File: src/rtl/simon_ti_pkg.sv
// Shared types and Din field layout for the Simon-128/128 threshold-core share loader.
package simon_ti_pkg;

    typedef enum logic [2:0] {
        StIdle,
        StLoadRnd,
        StLoadData,
        StStart,
        StWait,
        StUnload
    } state_e;

    localparam logic [9:0] SH0_LSB = 10'd0;
    localparam logic [9:0] SH1_LSB = 10'd256;
    localparam logic [9:0] RND_LSB = 10'd512;

    localparam int unsigned N_RND_WORDS  = 16;
    localparam int unsigned N_DATA_WORDS = 8;
    localparam int unsigned N_OUT_WORDS  = 4;

    // LSB of 32-bit word idx inside a 256-bit field starting at base; word 0 is the MSW.
    function automatic logic [9:0] word_lsb(input logic [9:0] base, input logic [2:0] idx);
        logic [2:0] rev;
        rev = 3'd7 - idx;
        return base + {2'b00, rev, 5'd0};
    endfunction

endpackage

File: src/rtl/simon_share_loader.sv
// Front-end for the two-share Simon-128/128 core: gathers masks and data, masks each data word
// on arrival, launches the core, then serialises the 128-bit result as four 32-bit words.
module simon_share_loader
    import simon_ti_pkg::*;
#(
    parameter int unsigned WORD_W = 32
) (
    input  logic              CLK,
    input  logic              RSTn,

    input  logic [WORD_W-1:0] rnd_data,
    input  logic              rnd_valid,
    output logic              rnd_ready,

    input  logic [WORD_W-1:0] in_data,
    input  logic              in_valid,
    output logic              in_ready,

    output logic [WORD_W-1:0] out_data,
    output logic              out_valid,
    input  logic              out_ready,

    output logic [767:0]      Din,
    output logic              Drdy,
    output logic              EN,
    input  logic              BSY,
    input  logic [127:0]      Dout,
    input  logic              Dvld,

    output logic              busy
);

    state_e        state_q, state_d;
    logic [3:0]    wcnt_q, wcnt_d;
    logic [767:0]  din_q, din_d;
    logic [127:0]  dout_q, dout_d;
    logic          en_q;

    logic [9:0]    rnd_lsb;
    logic [9:0]    sh0_lsb;
    logic [9:0]    sh1_lsb;
    logic [6:0]    out_lsb;

    always_comb begin
        // Mask words 0-7 land in share1, words 8-15 in the core refresh field.
        rnd_lsb = word_lsb(wcnt_q[3] ? RND_LSB : SH1_LSB, wcnt_q[2:0]);
        sh0_lsb = word_lsb(SH0_LSB, wcnt_q[2:0]);
        sh1_lsb = word_lsb(SH1_LSB, wcnt_q[2:0]);
        out_lsb = {~wcnt_q[1:0], 5'd0};
    end

    always_comb begin
        state_d   = state_q;
        wcnt_d    = wcnt_q;
        din_d     = din_q;
        dout_d    = dout_q;
        rnd_ready = 1'b0;
        in_ready  = 1'b0;
        Drdy      = 1'b0;
        out_valid = 1'b0;
        out_data  = '0;

        unique case (state_q)
            StIdle: begin
                if (rnd_valid) begin
                    state_d = StLoadRnd;
                end
            end

            StLoadRnd: begin
                rnd_ready = 1'b1;
                if (rnd_valid) begin
                    din_d[rnd_lsb +: WORD_W] = rnd_data;
                    wcnt_d = wcnt_q + 4'd1;
                    if (wcnt_q == 4'(N_RND_WORDS - 1)) begin
                        state_d = StLoadData;
                    end
                end
            end

            StLoadData: begin
                in_ready = 1'b1;
                if (in_valid) begin
                    // Mask before the register so the plain word is never stored.
                    din_d[sh0_lsb +: WORD_W] = in_data ^ din_q[sh1_lsb +: WORD_W];
                    if (wcnt_q == 4'(N_DATA_WORDS - 1)) begin
                        wcnt_d  = '0;
                        state_d = StStart;
                    end else begin
                        wcnt_d = wcnt_q + 4'd1;
                    end
                end
            end

            StStart: begin
                if (!BSY) begin
                    Drdy    = 1'b1;
                    state_d = StWait;
                end
            end

            StWait: begin
                if (Dvld) begin
                    dout_d  = Dout;
                    din_d   = '0;
                    state_d = StUnload;
                end
            end

            StUnload: begin
                out_valid = 1'b1;
                out_data  = dout_q[out_lsb +: WORD_W];
                if (out_ready) begin
                    if (wcnt_q == 4'(N_OUT_WORDS - 1)) begin
                        wcnt_d  = '0;
                        state_d = StIdle;
                    end else begin
                        wcnt_d = wcnt_q + 4'd1;
                    end
                end
            end

            default: begin
                state_d = StIdle;
                wcnt_d  = '0;
            end
        endcase
    end

    always_ff @(posedge CLK or negedge RSTn) begin
        if (!RSTn) begin
            state_q <= StIdle;
            wcnt_q  <= '0;
            din_q   <= '0;
            dout_q  <= '0;
            en_q    <= 1'b0;
        end else begin
            state_q <= state_d;
            wcnt_q  <= wcnt_d;
            din_q   <= din_d;
            dout_q  <= dout_d;
            en_q    <= 1'b1;
        end
    end

    assign Din  = din_q;
    assign EN   = en_q;
    assign busy = (state_q != StIdle);

endmodule

File: config.mk
export PLATFORM = sky130hd
export DESIGN_NAME = simon_share_loader
export DESIGN_NICKNAME = d
export VERILOG_FILES = /design/src/rtl/simon_ti_pkg.sv /design/src/rtl/simon_share_loader.sv
export SDC_FILE = /design/constraint.sdc
export NUM_CORES = 1
export LEC_CHECK = 0
export BUFFER_PORTS_ARGS = -buffer_cell sky130_fd_sc_hd__buf_2
export CORE_UTILIZATION = 25
export DETAILED_ROUTE_END_ITERATION = 7
export HOLD_SLACK_MARGIN = 0.12
export PLACE_DENSITY = 0.46
export REMOVE_ABC_BUFFERS = 1
export SYNTH_ARGS = -nofsm -noshare
export SYNTH_HDL_FRONTEND = slang
export SYNTH_SLANG_ARGS = --single-unit
File: constraint.sdc
create_clock -name CLK -period 3.2 [get_ports CLK]
set_input_delay 0.32 -clock CLK [delete_from_list [all_inputs] [get_ports CLK]]
set_output_delay 0.32 -clock CLK [all_outputs]
set_load 0.005 [all_outputs]
# Word-level counts from Yosys, hierarchy flattened
# Index checks and enable logic that the tools add are counted.
[totals]
register_bits = 904
input_bits = 199
output_inout_bits = 806
wordCells = 74
[op_classes]
add_sub_neg = 6
n_eq_ne = 17
shifts = 6
n_mux = 29
bitwise_logic = 3
reduce_logical = 8
[op_table]
columns = ["operator", "n"]
rows = [
  ["$mux 768", 3],
  ["$pmux 768 s3", 1],
  ["$bwmux 768", 2],
  ["$shift 32x12->768 const A", 2],
  ["$shiftx 32x12->768", 2],
  ["$shiftx 768x11->32", 1],
  ["$shiftx 128x8->32", 1],
  ["$mux 32", 1],
  ["$xor 32x32->32", 1],
  ["$mux 3", 9],
  ["$mux 4", 5],
  ["$ne 2x2->1 const B", 9],
  ["$pmux 3 s6", 1],
  ["$pmux 4 s4", 1],
  ["$neg 10->12", 1],
  ["$neg 8->12", 1],
  ["$add 10x8->10", 1],
  ["$add 9x8->10 const A", 1],
  ["$mux 10", 1],
  ["$reduce_and 9->1", 1],
  ["$reduce_and 4->1", 2],
  ["$eq 3x2->1 const B", 2],
  ["$eq 3x3->1 const B", 2],
  ["$reduce_bool 3->1", 2],
  ["12 further kinds", 16],
]

# Depth between registers and ports, before layout
# Gate-level depths: netlist of the first run.
[depth]
word_depth = 8
mapped_depth = 12
ltp_nobuf = 7

# Worst setup path before layout of the first run
# No wires, ideal clock.
[synth_path]
path_kind = "register to register"
startpoint = "register wcnt_q[1]"
endpoint = "register (tool-made name)"
setup_time_ns = 0.126
arrival_ns = 3.147
t_required_ns = 3.074
slack_ns = -0.073
path_stages_with_launch = 12
n_path_buf = 4
period_less_slack_ns = 3.273
cell_sequence = "dfrtp_1 -> clkbuf_1 -> buf_1 -> inv_1 -> ha_1 -> clkbuf_1 -> nor2b_1 -> nand3_1 -> a21oi_1 -> nand2_1 -> buf_2 -> a221o_1"
[synth_rtl]
columns = ["item", "line", "rtl"]
rows = [
  ["start: declaration", "simon_share_loader.sv:34", "logic [3:0] wcnt_q, wcnt_d;"],
  ["start signal: assignment", "simon_share_loader.sv:139", "wcnt_q <= wcnt_d;"],
]

# Worst setup path in the final report of the first run
[layout_path]
startpoint = "register wcnt_q[0]"
endpoint = "output out_data[4]"
[layout_between]
elab_chain_cells = 3
[layout_rtl]
columns = ["item", "line", "rtl"]
rows = [
  ["$not 2->2", "simon_share_loader.sv:49", "out_lsb = {~wcnt_q[1:0], 5'd0};"],
  ["$shiftx 128x8->32", "simon_share_loader.sv:112", "out_data = dout_q[out_lsb +: WORD_W];"],
  ["$mux 32", "simon_share_loader.sv:63", "unique case (state_q)"],
  ["end: declaration", "simon_share_loader.sv:19", "output logic [WORD_W-1:0] out_data,"],
]
# Every way passes these cells.

==> results of run 1 <==
final cells by class:
type	instances	area, µm²
clock inverter	46	626
antenna	13	32.5
sequential	904	22600
inverter	12	45.0
multi-input combinational	2193	15500
clock buffer	150	3130
tap	2044	2560
fill	15700	101000
timing repair buffer	1382	9030
routing by layer:
metal	vias up	part of all wire, %	global-route usage, %
met4	10	4.8	12.1
li1	15000	-	-
met2	1874	45	42.4
met3	401	8.8	6.96
met5	-	0.023	0
met1	18600	41	35.2
where the power goes:
part           internal [mW]  total (mW)  switching [mW]
registers               13.2        14.5            1.35
clock network           7.72        13.1            5.39
logic                   5.24        16.3            11.0
metrics by stage:
step | setup WS (ns) | utilization [%] | power, mW
after floorplan | -7.36 | - | 21.6
after global placement | 0.125 | 31.0 | 30.5
after detailed placement | 0.119 | 31.0 | 30.7
after CTS | 0.00927 | 34.6 | 44.0
after global routing | 0.0165 | 34.6 | 45.6
final | 0.0951 | 34.6 | 43.9
cells by family (layout without fill, tap and decap cells):
logic type,count (synthesis),after routing
adders and majority gates,5,5
xor gates and xnor gates,66,66
AOI/OAI and AO/OA,988,988
DFF,904,904
buffers and inverters,367,1590
other,1,14
muxes,167,167
and+or+nand+nor,966,966
Yosys cell counts (all sizes together) (2+ instances only):
cell type / n / area, µm²
or3: 3 / 18.8
or2: 5 / 31.3
o21ai: 153 / 766
nor3: 46 / 250
o2111ai: 2 / 17.5
a221o: 175 / 1750
clkbuf: 248 / 931
a211o: 3 / 26.3
a31oi: 7 / 43.8
and2: 132 / 826
or3b: 3 / 26.3
buf: 107 / 541
nand3: 10 / 62.6
nand4: 22 / 138
nor2b: 9 / 56.3
o211ai: 53 / 398
nor2: 52 / 195
inv: 12 / 45.0
mux2i: 133 / 1340
dfrtp: 904 / 22600
nand2b: 4 / 25.0
ha: 5 / 62.6
mux2: 2 / 26.3
a22oi: 65 / 488
a22o: 326 / 2860
o221ai: 33 / 289
and4: 3 / 26.3
a21boi: 18 / 135
xnor2: 33 / 297
xor2: 33 / 289
a32o: 64 / 641
o31ai: 2 / 15.0
and3: 4 / 25.0
mux4: 32 / 721
nor4: 11 / 109
o22ai: 33 / 206
and4bb: 3 / 37.5
a41oi: 5 / 43.8
a21bo: 2 / 20.0
or4: 2 / 15.0
a21oi: 36 / 180
nand2: 654 / 2450
a211oi: 2 / 15.0
a31o: 5 / 43.8
worst min-delay path: stages:
cell and delay, ns:
sky130_fd_sc_hd__buf_2 0.27, sky130_fd_sc_hd__nand2_1 0.13, sky130_fd_sc_hd__o211ai_1 0.08
repair_timing:
| action | in CTS | in global routing |
|---|---|---|
| setup endpoints to repair | 14 | 18 |
| hold buffers | 180 | 0 |
| gates resized for setup | 4 | 1 |
| gates cloned | 0 | 0 |
| buffers inserted | 0 | 0 |
| endpoints found under the hold margin | 937 | 0 |
path summary, 6_finish.rpt:
path | from | endpoint | slack (ns) | depth (start not counted)
worst min-delay path | rnd_data[12] | flop | 0.16 | 3
worst max register to register | state_q[1] | flop | 0.13 | 6
worst min register to register | dout_q[81] | dout_q[81] | 0.47 | 2
max in group asynchronous | RSTn | async pin | 2.15 | 3
worst max-delay path | wcnt_q[0] | out_data[4] | 0.1 | 5
min in group asynchronous | RSTn | dout_q[82] | 0.30 | 3
==> load_flow_metrics.sql, run 1 <==
INSERT INTO impl_metrics (metric_group, metric, value, unit) VALUES
('setup_path', 'critical_path.n_buffers_inverters', '3', ''),
('yosys', 'synth.yosys.seq_area_share', '57.8', '%'),
('floorplanning', 'starting_utilization_of_the_core_area', '25.3', '%'),
('yosys', 'synth-adder-area-share', '0.160', '%'),
('sta', 'timing.hold.ws', '0.161', 'ns'),
('placement', 'count_of_buffers_inserted_at_the_top_level_ports', '1004', ''),
('layout', 'post_route_cells_drive_above_1_share', '32.2', '%'),
('hold_path', 'min_path_type', 'in -> reg', ''),
('clock_network', 'cts.htree.levels', '3', ''),
('placement', 'place_congestion', '0.870', ''),
('floorplanning', 'ioPinCount', '1005', ''),
('yosys', 'synth.yosys.warnings', '0', ''),
('setup_path', 'required_worst_endpoint', '2.88', 'ns'),
('sta', 'fin_tns_setup', '0', 'ns'),
('sta', 'finalCritPeriodShare', '97.0', '%'),
('layout', 'final_nets', '4803', ''),
('setup_path', 'timing.critical_path.max_delay_family', 'buffers and inverters', ''),
('floorplanning', 'floorplan.core_area', '155000', 'µm²'),
('global_route', 'grt_first_pass_wirelength', '301000', 'µm'),
('power_and_ir_drop', 'powerDensity', '819', 'nW/µm²'),
('global_route', 'grt_overflow_total', '0', ''),
('clock_network', 'worstSkewPairLatency', '0.73', 'ns'),
('layout', 'mostFrequentLayoutCells', '1003 x sky130_fd_sc_hd__buf_2, 901 x sky130_fd_sc_hd__dfrtp_1, 653 x sky130_fd_sc_hd__nand2_1, 324 x sky130_fd_sc_hd__a22o_1, 179 x sky130_fd_sc_hd__dlygate4sd3_1', ''),
('layout', 'most_frequent_standard_cell_in_the_layout_excluding_fill_and_tap_cells', 'sky130_fd_sc_hd__buf_2', ''),
('floorplanning', 'die_w', '398', 'µm'),
('yosys', 'synth_edf_count', '0', ''),
('setup_path', 'worst_path_largest_cell_delay', '0.61', 'ns'),
('setup_path', 'path_max_fanout', '23', ''),
('setup_path', 'cp_cell_sequence', 'buf_6 > buf_8 > mux4_2 > and2_1 > buf_2', ''),
('yosys', 'synth_async_reset_ratio', '100', '%'),
('yosys', 'synth_top_family_by_area', 'compound AO/OA/AOI/OAI gates', ''),
('setup_path', 'cp_data_arrival_time', '2.78', 'ns'),
('setup_path', 'critPathSlowestCell', 'sky130_fd_sc_hd__mux4_2', ''),
('clock_network', 'cts_sinks', '904', ''),
('yosys', 'ys_ff_latch', '904', ''),
('floorplanning', 'die_height', '398', 'µm'),
('sta', 'finalSetupViolations', '0', ''),
('flow_run', 'max_cap_violations', '0', ''),
('yosys', 'synth.distinct_cells', '68', ''),
('placement', 'placed_cell_area', '48000', 'µm²'),
('layout', 'stdcell_count', '6744', ''),
('sta', 'grt_setup_unrepaired', 'no', ''),
('routing', 'route.detailed.drc', '0', ''),
('global_route', 'grtUsageTotal', '27.2', '%'),
('routing', 'drt-vias-per-instance', '5.32', ''),
('yosys', 'postSynthCellCount', '3464', ''),
('clock_network', 'cts_inserted_buffers', '106', ''),
('sta', 'worst_pin_slew', '1.19', 'ns'),
('placement', 'hpwl', '154000', 'µm'),
('power_and_ir_drop', 'leak', '27.1', 'nW'),
('floorplanning', 'placement_rows', '144', ''),
('routing', 'first_pass_iters', '5', ''),
('sta', 'hold_viol_final', '0', ''),
('global_route', 'antenna_found_initial', '28', ''),
('routing', 'initialDrtViolationCount', '3406', ''),
('yosys', 'yosys-mux-area-fraction', '5.32', '%'),
('routing', 'drt_wl_total', '222000', 'µm'),
('sta', 'slew_viol_final', '0', ''),
('clock_network', 'cts.path.max_buffers', '3', ''),
('layout', 'area_added_between_synthesis_and_finish', '36.8', '%'),
('placement', 'dp.cells', '6356', ''),
('run_status', 'result_of_the_run', 'complete, no violations', ''),
('global_route', 'first_global_vias', '35800', ''),
('routing', 'vias', '35900', ''),
('routing', 'wl_per_cell', '32.9', 'µm'),
('sta', 'max_freq', '0.322', 'GHz'),
('setup_path', 'critPathKind', 'reg -> out', ''),
('sta', 'final_period_minus_worst_setup_slack', '3.10', 'ns'),
('clock_network', 'clock_tree_root_buffer_cell', 'sky130_fd_sc_hd__clkbuf_16', ''),
('sta', 'finClkSkew', '0.0446', 'ns'),
('setup_path', 'crit_path_start_kind', 'flop', '');
Power figures use the tool's default switching activity.
==> inputs of run 2 (changes only) <==
PLACE_DENSITY = 0.53   (was 0.46)
==> run 2 against run 1 <==
Effect of this change: routed wire length rose by 1.0%; combinational power barely moved; die area did not move; register-to-register slack got worse by 0.09 ns; clock-buffer cell count did not move; sequential cell count did not move; design area barely moved; total power rose by 0.14%; clock power barely moved; first-iteration DRC count rose by 7.2%; worst hold slack improved by 0.018 ns; sequential share of layout area barely moved; largest power group unchanged.
==> load_flow_metrics.sql, run 2 (same netlist as run 1, synthesis figures left out) <==
INSERT INTO impl_metrics (metric_group, metric, value, unit) VALUES
('run_status', 'result_of_the_run', 'complete, no violations', ''),
('routing', 'drt_wl_total', '224000', 'µm'),
('global_route', 'largest_net_degree_at_the_start_of_global_routing', '138', ''),
('sta', 'max_freq', '0.316', 'GHz'),
('sta', 'finalWorstSetupSlack', '0.0373', 'ns'),
('floorplanning', 'floorplan.core_area', '155000', 'µm²'),
('placement', 'pre_cts_ws', '0.110', 'ns'),
('placement', 'place_congestion', '0.915', ''),
('global_route', 'antenna_found_initial', '36', ''),
('setup_path', 'timing.critical_path.max_delay_family', 'simple AND/OR/NAND/NOR gates', ''),
('sta', 'slew_viol_final', '0', ''),
('sta', 'finalCritPeriodShare', '98.8', '%'),
('clock_network', 'cts_sinks', '904', ''),
('sta', 'hold_viol_final', '0', ''),
('clock_network', 'clock_tree_root_buffer_cell', 'sky130_fd_sc_hd__clkbuf_16', ''),
('routing', 'initialDrtViolationCount', '3652', ''),
('global_route', 'first_global_vias', '36200', ''),
('setup_path', 'critPathSlowestCell', 'sky130_fd_sc_hd__dfrtp_1', ''),
('routing', 'vias', '36600', ''),
('clock_network', 'clk_pin_slew', '0.06', 'ns'),
('flow_run', 'max_cap_violations', '0', ''),
('placement', 'placed_cell_area', '47900', 'µm²'),
('global_route', 'grt_first_pass_wirelength', '302000', 'µm'),
('power_and_ir_drop', 'finalPower', '44.0', 'mW'),
('floorplanning', 'placement_rows', '144', ''),
('clock_network', 'cts.htree.levels', '3', ''),
('setup_path', 'rr_startpoint', 'state_q[0]', ''),
('global_route', 'grtUsageTotal', '27.4', '%'),
('global_route', 'grt_overflow_total', '0', ''),
('clock_network', 'cts_tree', 'built', ''),
('setup_path', 'timing.critical_path.to_type', 'flop', ''),
('setup_path', 'critPathKind', 'reg -> reg', ''),
('layout', 'mostFrequentLayoutCells', '1003 x sky130_fd_sc_hd__buf_2, 902 x sky130_fd_sc_hd__dfrtp_1, 653 x sky130_fd_sc_hd__nand2_1, 324 x sky130_fd_sc_hd__a22o_1', ''),
('routing', 'drtAntennaViolNets', '0', ''),
('routing', 'drt-vias-per-instance', '5.42', ''),
('floorplanning', 'die_height', '398', 'µm'),
('layout', 'stdcell_count', '6740', ''),
('placement', 'hpwl', '154000', 'µm'),
('routing', 'first_pass_iters', '6', ''),
('setup_path', 'r2r_cells', '6', ''),
('layout', 'final_nets', '4794', ''),
('routing', 'wl_per_cell', '33.2', 'µm'),
('power_and_ir_drop', 'leak', '27.1', 'nW'),
('layout', 'area_added_between_synthesis_and_finish', '36.8', '%'),
('clock_network', 'cts.path.max_buffers', '3', ''),
('setup_path', 'critical_path.n_buffers_inverters', '1', ''),
('routing', 'route.layer.met1.wl', '90100', 'µm'),
('placement', 'count_of_buffers_inserted_at_the_top_level_ports', '1004', ''),
('hold_path', 'min_path_type', 'in -> async', ''),
('floorplanning', 'starting_utilization_of_the_core_area', '25.3', '%'),
('layout', 'post_route_cells_drive_above_1_share', '32.1', '%'),
('clock_network', 'cts_inserted_buffers', '105', ''),
('setup_path', 'cp_cell_sequence', 'and4bb_2 > or3_2 > nand2_1 > nor3_2 > buf_4 > a22o_1', ''),
('power_and_ir_drop', 'powerDensity', '821', 'nW/µm²'),
('sta', 'grt_setup_unrepaired', 'no', ''),
('floorplanning', 'die_w', '398', 'µm'),
('setup_path', 'path_max_fanout', '16', ''),
('layout', 'final_cell_area', '53600', 'µm²'),
('setup_path', 'rrSetupSlack', '0.04', 'ns'),
('setup_path', 'cp_data_arrival_time', '3.80', 'ns'),
('sta', 'finClkSkew', '0.0284', 'ns'),
('clock_network', 'worstSkewPairLatency', '0.73', 'ns'),
('sta', 'max_slew_margin', '21.1', '%'),
('sta', 'final_period_minus_worst_setup_slack', '3.16', 'ns'),
('routing', 'detailroute.wirelength.met3', '22600', 'µm'),
('routing', 'wl_met2', '100000', 'µm'),
('routing', 'route.detailed.drc', '0', ''),
('floorplanning', 'die_area', '158000', 'µm²'),
('power_and_ir_drop', 'max-vdd-ir-drop', '0.425', 'mV'),
('setup_path', 'worst_path_largest_cell_delay', '0.61', 'ns'),
('sta', 'finalSetupViolations', '0', ''),
('floorplanning', 'ioPinCount', '1005', ''),
('layout', 'most_frequent_standard_cell_in_the_layout_excluding_fill_and_tap_cells', 'sky130_fd_sc_hd__buf_2', ''),
('sta', 'worst_pin_slew', '1.18', 'ns'),
('routing', 'topRoutingLayerUsed', 'met5', ''),
('setup_path', 'crit_path_start_kind', 'flop', ''),
('placement', 'dp.cells', '6348', ''),
('setup_path', 'required_worst_endpoint', '3.84', 'ns');
==> run 2: cell types whose count changed in the layout (fill, tap and decap cells not counted), moves of 3 or more <==
cell / previous run / this run
sky130_fd_sc_hd__clkbuf_8: 29 / 24
sky130_fd_sc_hd__bufinv_16: 11 / 14
sky130_fd_sc_hd__dlygate4sd3_1: 179 / 175
sky130_fd_sc_hd__diode_2: 13 / 16
sky130_fd_sc_hd__clkinv_2: 21 / 14
sky130_fd_sc_hd__clkinv_4: 2 / 5
sky130_fd_sc_hd__buf_12: 56 / 52
sky130_fd_sc_hd__clkbuf_1: 14 / 20
sky130_fd_sc_hd__buf_4: 141 / 138
==> run 2: worst max-delay path by stage <==
stage                           from           to  slack [ns]  depth (start not counted)
final                     state_q[0]         flop        0.04                          6
after global routing      state_q[1]         flop        0.02                          6
after CTS                  wcnt_q[0]  out_data[4]        0.02                          4
after detailed placement   wcnt_q[0]         flop        0.11                          9
after global placement     wcnt_q[0]         flop        0.11                          7
after floorplan            wcnt_q[0]         flop       -7.36                          6
==> run 2: area by class of cell <==
type / count / area (µm²)
tap: 2044 / 2560
clock inverter: 47 / 731
clock buffer: 150 / 3060
fill: 15500 / 101000
antenna: 16 / 40.0
sequential: 904 / 22600
multi-input combinational: 2193 / 15600
inverter: 12 / 45.0
timing repair buffer: 1374 / 8960
==> run 2: per-layer routing <==
layer	global-route usage (%)	vias up
li1	-	15000
met5	0	-
met1	35.0	18900
met4	12.9	8
met2	41.9	2203
met3	8.90	497
==> run 2: what timing repair did <==
action,4_1_cts,5_1_grt
resized for setup,4,4
setup endpoints to repair,24,100
endpoints found under the hold margin,817,0
cloned,1,0
pin swaps,1,1
hold buffers,175,0
setup buffers,0,3
==> run 2: power by group <==
part	total (mW)	internal, mW	leakage [nW]	switching (mW)
logic	16.2	5.10	12.9	11.1
clock network	13.2	7.83	1.85	5.37
registers	14.5	13.2	12.4	1.37
==> run 2: per-stage QoR <==
stage	utilization, %	hold slack, ns	setup TNS (ns)
after floorplan	-	0.0244	-5204.73
after global placement	30.9	0.336	0
after detailed placement	30.9	0.323	0
after CTS	34.6	0.121	0
after global routing	34.6	0.157	0
final	34.6	0.178	0
